--- src/rtl/rsa_pkg.sv ---
// Shared constants, FSM state type and RSA test-vector values for the modexp engine.
package rsa_pkg;

  localparam int RSA_WIDTH = 16;
  localparam int RSA_EXP_W = 16;

  typedef enum logic [2:0] {
    IDLE,
    CHECK,
    SQR,
    MUL,
    DONE
  } modexp_state_t;

  // Textbook key pair for p=61, q=53; d matches the key-computation block output.
  localparam int RSA_N = 3233;
  localparam int RSA_E = 17;
  localparam int RSA_D = 2753;

endpackage

--- src/rtl/rsa_modmul.sv ---
// Bit-serial interleaved modular multiplier: p = a*b mod n, MSB-first over a, WIDTH cycles.
module rsa_modmul
  import rsa_pkg::*;
#(
  parameter int WIDTH = RSA_WIDTH
) (
  input  logic             clk,
  input  logic             rst_n,
  input  logic             go,
  input  logic [WIDTH-1:0] a,
  input  logic [WIDTH-1:0] b,
  input  logic [WIDTH-1:0] n,
  output logic [WIDTH-1:0] p,
  output logic             mul_done
);

  localparam int CW = (WIDTH > 1) ? $clog2(WIDTH) : 1;

  logic [CW-1:0]    r_cnt;
  logic [WIDTH-1:0] r_p;
  logic [CW-1:0]    w_bitIdx;
  logic [WIDTH-1:0] w_pIn;
  logic [WIDTH-1:0] w_red1;
  logic [WIDTH:0]   w_nExt;
  logic [WIDTH:0]   w_dbl;
  logic [WIDTH:0]   w_bSel;
  logic [WIDTH:0]   w_sum;

  // One interleaved step; the first step of a multiply starts from p=0 so back-to-back
  // multiplies need no idle cycle. p is the post-step value, the product when mul_done is high.
  always_comb begin
    w_bitIdx = CW'(WIDTH - 1) - r_cnt;
    w_pIn    = (r_cnt == '0) ? '0 : r_p;
    w_nExt   = {1'b0, n};
    w_dbl    = {w_pIn, 1'b0};
    w_red1   = WIDTH'((w_dbl >= w_nExt) ? (w_dbl - w_nExt) : w_dbl);
    w_bSel   = a[w_bitIdx] ? {1'b0, b} : '0;
    w_sum    = {1'b0, w_red1} + w_bSel;
    p        = WIDTH'((w_sum >= w_nExt) ? (w_sum - w_nExt) : w_sum);
  end

  assign mul_done = go && (r_cnt == CW'(WIDTH - 1));

  always_ff @(posedge clk) begin
    if (!rst_n) begin
      r_cnt <= '0;
      r_p   <= '0;
    end else if (go) begin
      r_p   <= p;
      r_cnt <= mul_done ? '0 : r_cnt + CW'(1);
    end else begin
      r_cnt <= '0;
    end
  end

endmodule

--- src/rtl/rsa_modexp.sv ---
// Modular exponentiation result = base^exp mod n by left-to-right square-and-multiply.
// Define RSA_MODEXP_SKIP_ZEROS_EN to skip leading-zero squarings (data-dependent timing).
module rsa_modexp
  import rsa_pkg::*;
#(
  parameter int WIDTH = RSA_WIDTH,
  parameter int EXP_W = RSA_EXP_W
) (
  input  logic             clk,
  input  logic             rst_n,
  input  logic             start,
  input  logic [WIDTH-1:0] base,
  input  logic [EXP_W-1:0] exp,
  input  logic [WIDTH-1:0] n,
  output logic             busy,
  output logic             done,
  output logic [WIDTH-1:0] result,
  output logic             err
);

  localparam int IW = (EXP_W > 1) ? $clog2(EXP_W) : 1;

  modexp_state_t    r_state;
  modexp_state_t    w_stateNext;
  logic [WIDTH-1:0] r_base;
  logic [WIDTH-1:0] r_n;
  logic [WIDTH-1:0] r_acc;
  logic [WIDTH-1:0] r_result;
  logic [EXP_W-1:0] r_exp;
  logic [IW-1:0]    r_idx;
  logic [IW-1:0]    w_idxInit;
  logic             r_err;
  logic             w_go;
  logic             w_mulDone;
  logic             w_opErr;
  logic             w_curBit;
  logic             w_lastBit;
  logic [WIDTH-1:0] w_mulB;
  logic [WIDTH-1:0] w_prod;

  assign w_opErr   = (r_n < WIDTH'(2)) || (r_base >= r_n);
  assign w_curBit  = r_exp[r_idx];
  assign w_lastBit = (r_idx == '0);

  always_comb begin
    w_idxInit = IW'(EXP_W - 1);
`ifdef RSA_MODEXP_SKIP_ZEROS_EN
    w_idxInit = '0;
    for (int k = 0; k < EXP_W; k++) begin
      if (r_exp[k]) w_idxInit = IW'(k);
    end
`endif
  end

  rsa_modmul #(.WIDTH(WIDTH)) u_modmul (
    .clk      (clk),
    .rst_n    (rst_n),
    .go       (w_go),
    .a        (r_acc),
    .b        (w_mulB),
    .n        (r_n),
    .p        (w_prod),
    .mul_done (w_mulDone)
  );

  always_ff @(posedge clk) begin
    if (!rst_n) r_state <= IDLE;
    else        r_state <= w_stateNext;
  end

  always_comb begin
    w_stateNext = r_state;
    w_go        = 1'b0;
    w_mulB      = r_acc;
    case (r_state)
      IDLE: if (start) w_stateNext = CHECK;
      CHECK: begin
        if (w_opErr) w_stateNext = DONE;
`ifdef RSA_MODEXP_SKIP_ZEROS_EN
        else if (r_exp == '0) w_stateNext = DONE;
`endif
        else w_stateNext = SQR;
      end
      SQR: begin
        w_go = 1'b1;
        if (w_mulDone) begin
          if (w_curBit)       w_stateNext = MUL;
          else if (w_lastBit) w_stateNext = DONE;
        end
      end
      MUL: begin
        w_go   = 1'b1;
        w_mulB = r_base;
        if (w_mulDone) w_stateNext = w_lastBit ? DONE : SQR;
      end
      DONE:    w_stateNext = IDLE;
      default: w_stateNext = IDLE;
    endcase
  end

  // The bit index only moves on once both the square and any multiply for that bit are done.
  always_ff @(posedge clk) begin
    if (!rst_n) begin
      r_base   <= '0;
      r_exp    <= '0;
      r_n      <= '0;
      r_acc    <= '0;
      r_idx    <= '0;
      r_result <= '0;
      r_err    <= 1'b0;
    end else begin
      case (r_state)
        IDLE: begin
          if (start) begin
            r_base <= base;
            r_exp  <= exp;
            r_n    <= n;
          end
        end
        CHECK: begin
          r_acc <= WIDTH'(1);
          r_idx <= w_idxInit;
          if (w_opErr) begin
            r_result <= '0;
            r_err    <= 1'b1;
          end
`ifdef RSA_MODEXP_SKIP_ZEROS_EN
          else if (r_exp == '0) begin
            r_result <= WIDTH'(1);
            r_err    <= 1'b0;
          end
`endif
        end
        SQR, MUL: begin
          if (w_mulDone) begin
            r_acc <= w_prod;
            if (w_stateNext == DONE) begin
              r_result <= w_prod;
              r_err    <= 1'b0;
            end
            if (w_stateNext != MUL && !w_lastBit) r_idx <= r_idx - IW'(1);
          end
        end
        default: ;
      endcase
    end
  end

  assign busy   = (r_state == CHECK) || (r_state == SQR) || (r_state == MUL);
  assign done   = (r_state == DONE);
  assign result = r_result;
  assign err    = r_err;

endmodule
--- config.mk ---
export PLATFORM = sky130hd
export DESIGN_NAME = rsa_modexp
export DESIGN_NICKNAME = d
export VERILOG_FILES = /design/src/rtl/rsa_pkg.sv /design/src/rtl/rsa_modmul.sv /design/src/rtl/rsa_modexp.sv
export SDC_FILE = /design/constraint.sdc
export NUM_CORES = 1
export LEC_CHECK = 0
export ABC_AREA = 1
export CORE_MARGIN = 2
export CORE_UTILIZATION = 35
export CTS_BUF_LIST = sky130_fd_sc_hd__clkbuf_16
export DETAILED_ROUTE_END_ITERATION = 10
export PLACE_DENSITY_LB_ADDON = 0.1
export SYNTH_ARGS = -nofsm -noshare
export SYNTH_HDL_FRONTEND = slang
export SYNTH_SLANG_ARGS = --single-unit
--- constraint.sdc ---
create_clock -name clk -period 6.87 [get_ports clk]
set_input_delay 0.687 -clock clk [delete_from_list [all_inputs] [get_ports clk]]
set_output_delay 0.687 -clock clk [all_outputs]
set_load 0.1 [all_outputs]
==> metrics.yaml, run 1 <==
synthesis:
  synth_edf_count: 0
  synthFlopType: "dfxtp_1"
  synth_seq_cells: 108
  syn_inst: 1265
  yosys.cell_count.top_type: "nand2_1"
  synth_xor_area_share_pct: 2.89
  ys_types: 44
  synth_top_family_by_area: "simple AND/OR/NAND/NOR gates"
  syn-cell-area_sq_mm: 0.00818
  yosysTopAreaCell: "dfxtp_1"
  syn_area_per_cell_sq_um: 6.47
  synth_seq_area_share_pct: 26.4
  synth.net_count: 1386
  synthArstFlopShare_pct: 0
  yosys-top-cells-count: "nand2_1 (278), inv_1 (160), a21oi_1 (156), nor2_1 (113)"
  ys_warn_count: 0
  synth-adder-area-share_pct: 11.0
  yosysTopAreaCellShare_pct: 26.4
  synth-compound-area-share_pct: 18.9
  muxShareOfSynthArea_pct: 0
  synthTopCellsByArea: "dfxtp_1 (26%), nand2_1 (13%), ha_1 (10%)"
  synth_simple_gate_area_share_pct: 30.5
layout:
  area_delta_synth_final_pct: 15.2
  nets: 1432
  layout.cells.non_filler: 1629
  n_fill_cell: 2479
  diodes: 0
  finish.instance_area_sq_mm: 0.00942
  layout-drive-gt1-share_pct: 5.85
worst_setup_path:
  worst_r2r_endpoint: "result[1]"
  cp_data_required_time_ns: 7.15
  r2r_slack_ns: 0.45
  crit_family: "simple AND/OR/NAND/NOR gates"
  crit_start: "u_modmul.r_cnt[1]"
  critPathLaunchType: "register"
  slowest_delay_ns: 0.42
  path_depth: 33
  crit_arrival_ns: 6.70
  path_buf_inv: 5
  crit_top_cell: "nand2_1"
  slowest_stage: "ha_1"
  crit_type: "register to register"
  ff2ff_path_depth: 33
  endpoint_kind: "register"
  crit_fanout: 17
  worstReg2RegStart: "u_modmul.r_cnt[1]"
  cp-endpoint: "result[1]"
floorplanning:
  die_area_sq_mm: 0.0246
  coreArea_sq_mm: 0.0228
  start_util_pct: 35.9
  io_pins: 70
  rows: 55
  dieWidth_um: 157
  die_y_um: 157
sta:
  rsz0062_at_grt: "false"
  min_period_ns: 6.42
  hold_violations: 0
  finalSetupViolCount: 0
  tns_ns: 0
  slew_violations: 0
  whs_ns: 0.456
  relSlewSlack_pct: 30.5
  timing.final.ws_setup_ns: 0.452
  clock.fmax_mhz: 156
  worst-slew-pin-transition_ns: 1.04
  skew_ns: 0.0130
  fin_crit_sh_pct: 93.4
detailed_routing:
  routed-wl-met3_um: 1520
  drt_iter0_markers: 589
  routed.top_layer: "met4"
  viasPerCell: 5.10
  dr_wl_met2_um: 12600
  finalWirelength_um: 27300
  postRouteAntennaNets: 0
  met1_length_um: 12700
  via_count: 8303
  avgRoutedWirePerCell_um: 16.7
  first_pass_iters: 6
  drc: 0
placed_design:
  placed_area_sq_mm: 0.00910
  post-place-cells: 1612
  dp_hpwl_um: 21800
  routabilityCongestion: 0.972
  pre_cts_ws_ns: 0.401
  io_buffers: 69
grt:
  grt_pass1_vias: 7720
  grt_max_degree: 86
  grt_pass1_wl_um: 42700
  grt_util_all_layers_pct: 22.6
  grt-ovfl-total: 0
  antenna_found_initial: 0
power_and_ir_drop:
  p_switching_mw: 1.34
  leakage_nw: 4.47
  p_int_mw: 1.45
  power.share.combinational_pct: 53.1
  peakVddDrop_v: 0.000140
  p_clk_share_pct: 18.4
  pwr-share-seq_pct: 28.5
  p_sw_share_pct: 48.0
  p_per_area_mw_per_mm2: 296
clocking:
  cts-root-buf: "clkbuf_16"
  hold_buffers: 0
  cts-buffers-inserted: 9
  htree_levels: 3
  ctsLongestPathBuffers: 2
  clk_pin_slew_ns: 0.08
  clkSinkCount: 108
  clk_latency_ns: 0.36
  cts_tree: "built"
run:
  maxCapViolations: 0
status:
  status: "completed"
hold_path:
  hold_class: "register to register"
-- registers in the layout (all words and copies together) (netlist names) --
signal and flops:
err 1, r_idx 4, r_exp 16, u_modmul.r_cnt 4, r_acc 16, r_base 16, u_modmul.r_p 16, r_n 16
r_state 3, result 16
-- cells in the final DEF, fill, tap and decap left out, types with 5 or more instances in the layout --
cell and count:
xor2_1 16, nand3_1 107, nand3_2 5, xnor2_1 11, clkbuf_16 9, a21oi_2 6
inv_1 161, dfxtp_1 107, a21oi_1 153, nand4_1 11, nor3_1 9, nand2_1 278
inv_2 6, nor2_1 111, ha_1 66, nand3b_1 14, buf_4 9, o21ai_0 99
clkdlybuf4s50_1 68, nand2_2 7, o21ai_2 11
-- layout make-up --
type	instances	area, sq um	area share [%]
clock buffers	9	225	2.39
clock inverters	7	60.1	0.638
inverters	166	623	6.61
multi-input cells	948	5200	55.2
flip-flops and latches	108	2160	23.0
well taps	313	392	4.16
repair buffers	78	753	8.00
-- cells by family after synthesis --
| kind of cell | count (synthesis) |
|---|---|
| DFF | 108 |
| adders and majority gates | 70 |
| buffers and inverters | 209 |
| AOI/OAI and AO/OA | 289 |
| and+or+nand+nor | 562 |
| xor gates and xnor gates | 27 |
-- stage by stage --
stage | util (%) | power [mW]
finish | 41.4 | 2.79
global route | 41.4 | 3.01
CTS | 41.2 | 2.79
detailed placement | 40.0 | 2.26
global placement | 40.0 | 2.28
floorplan | - | 1.89
-- power by group through the flow --
stage / clock, mW / sequential (mW) / combinational [mW]
floorplan: 0 / 0.877 / 1.01
global placement: 0 / 0.811 / 1.47
detailed placement: 0 / 0.810 / 1.45
CTS: 0.531 / 0.796 / 1.46
global route: 0.552 / 0.806 / 1.65
finish: 0.513 / 0.795 / 1.48
-- routing by layer --
layer	vias to the layer above	global-route usage (%)
li1	4252	-
met1	3794	30.8
met2	230	37.8
met3	27	3.82
met4	0	4.28
met5	-	0
-- tightest hold or removal path, delay by kind of cell, from the launching register on --
| family | cells | cell delay [ns] |
|---|---|---|
| buffers and inverters | 1 | 0.06 |
| DFF | 1 | 0.30 |
| AOI/OAI and AO/OA | 1 | 0.05 |
-- repair_timing --
action | 4_1_cts | 5_1_grt
setup buffers | 0 | 1
gates resized for setup | 0 | 9
setup endpoints to repair | 0 | 48
hold endpoints to repair | 0 | 0
-- how the worst min path moves through the flow --
stage / start / depth (start not counted) / slack, ns / end
3_3_place_gp: r_exp[2] / 2 / 0.44 / r_exp[2]
3_5_place_dp: r_exp[2] / 2 / 0.45 / r_exp[2]
2_1_floorplan: r_exp[15] / 2 / 0.43 / r_exp[15]
6_report: r_exp[2] / 2 / 0.46 / r_exp[2]
5_1_grt: r_exp[13] / 2 / 0.47 / r_exp[13]
4_1_cts: r_exp[2] / 2 / 0.46 / r_exp[2]
Note: power is estimated with default switching activity, not from simulation.
==> inputs of run 2 (changes only) <==
- CTS_CLUSTER_DIAMETER: default -> 120
==> results of run 2 <==
Same layout as run 1: the final DEF is identical, and so are final timing and power.
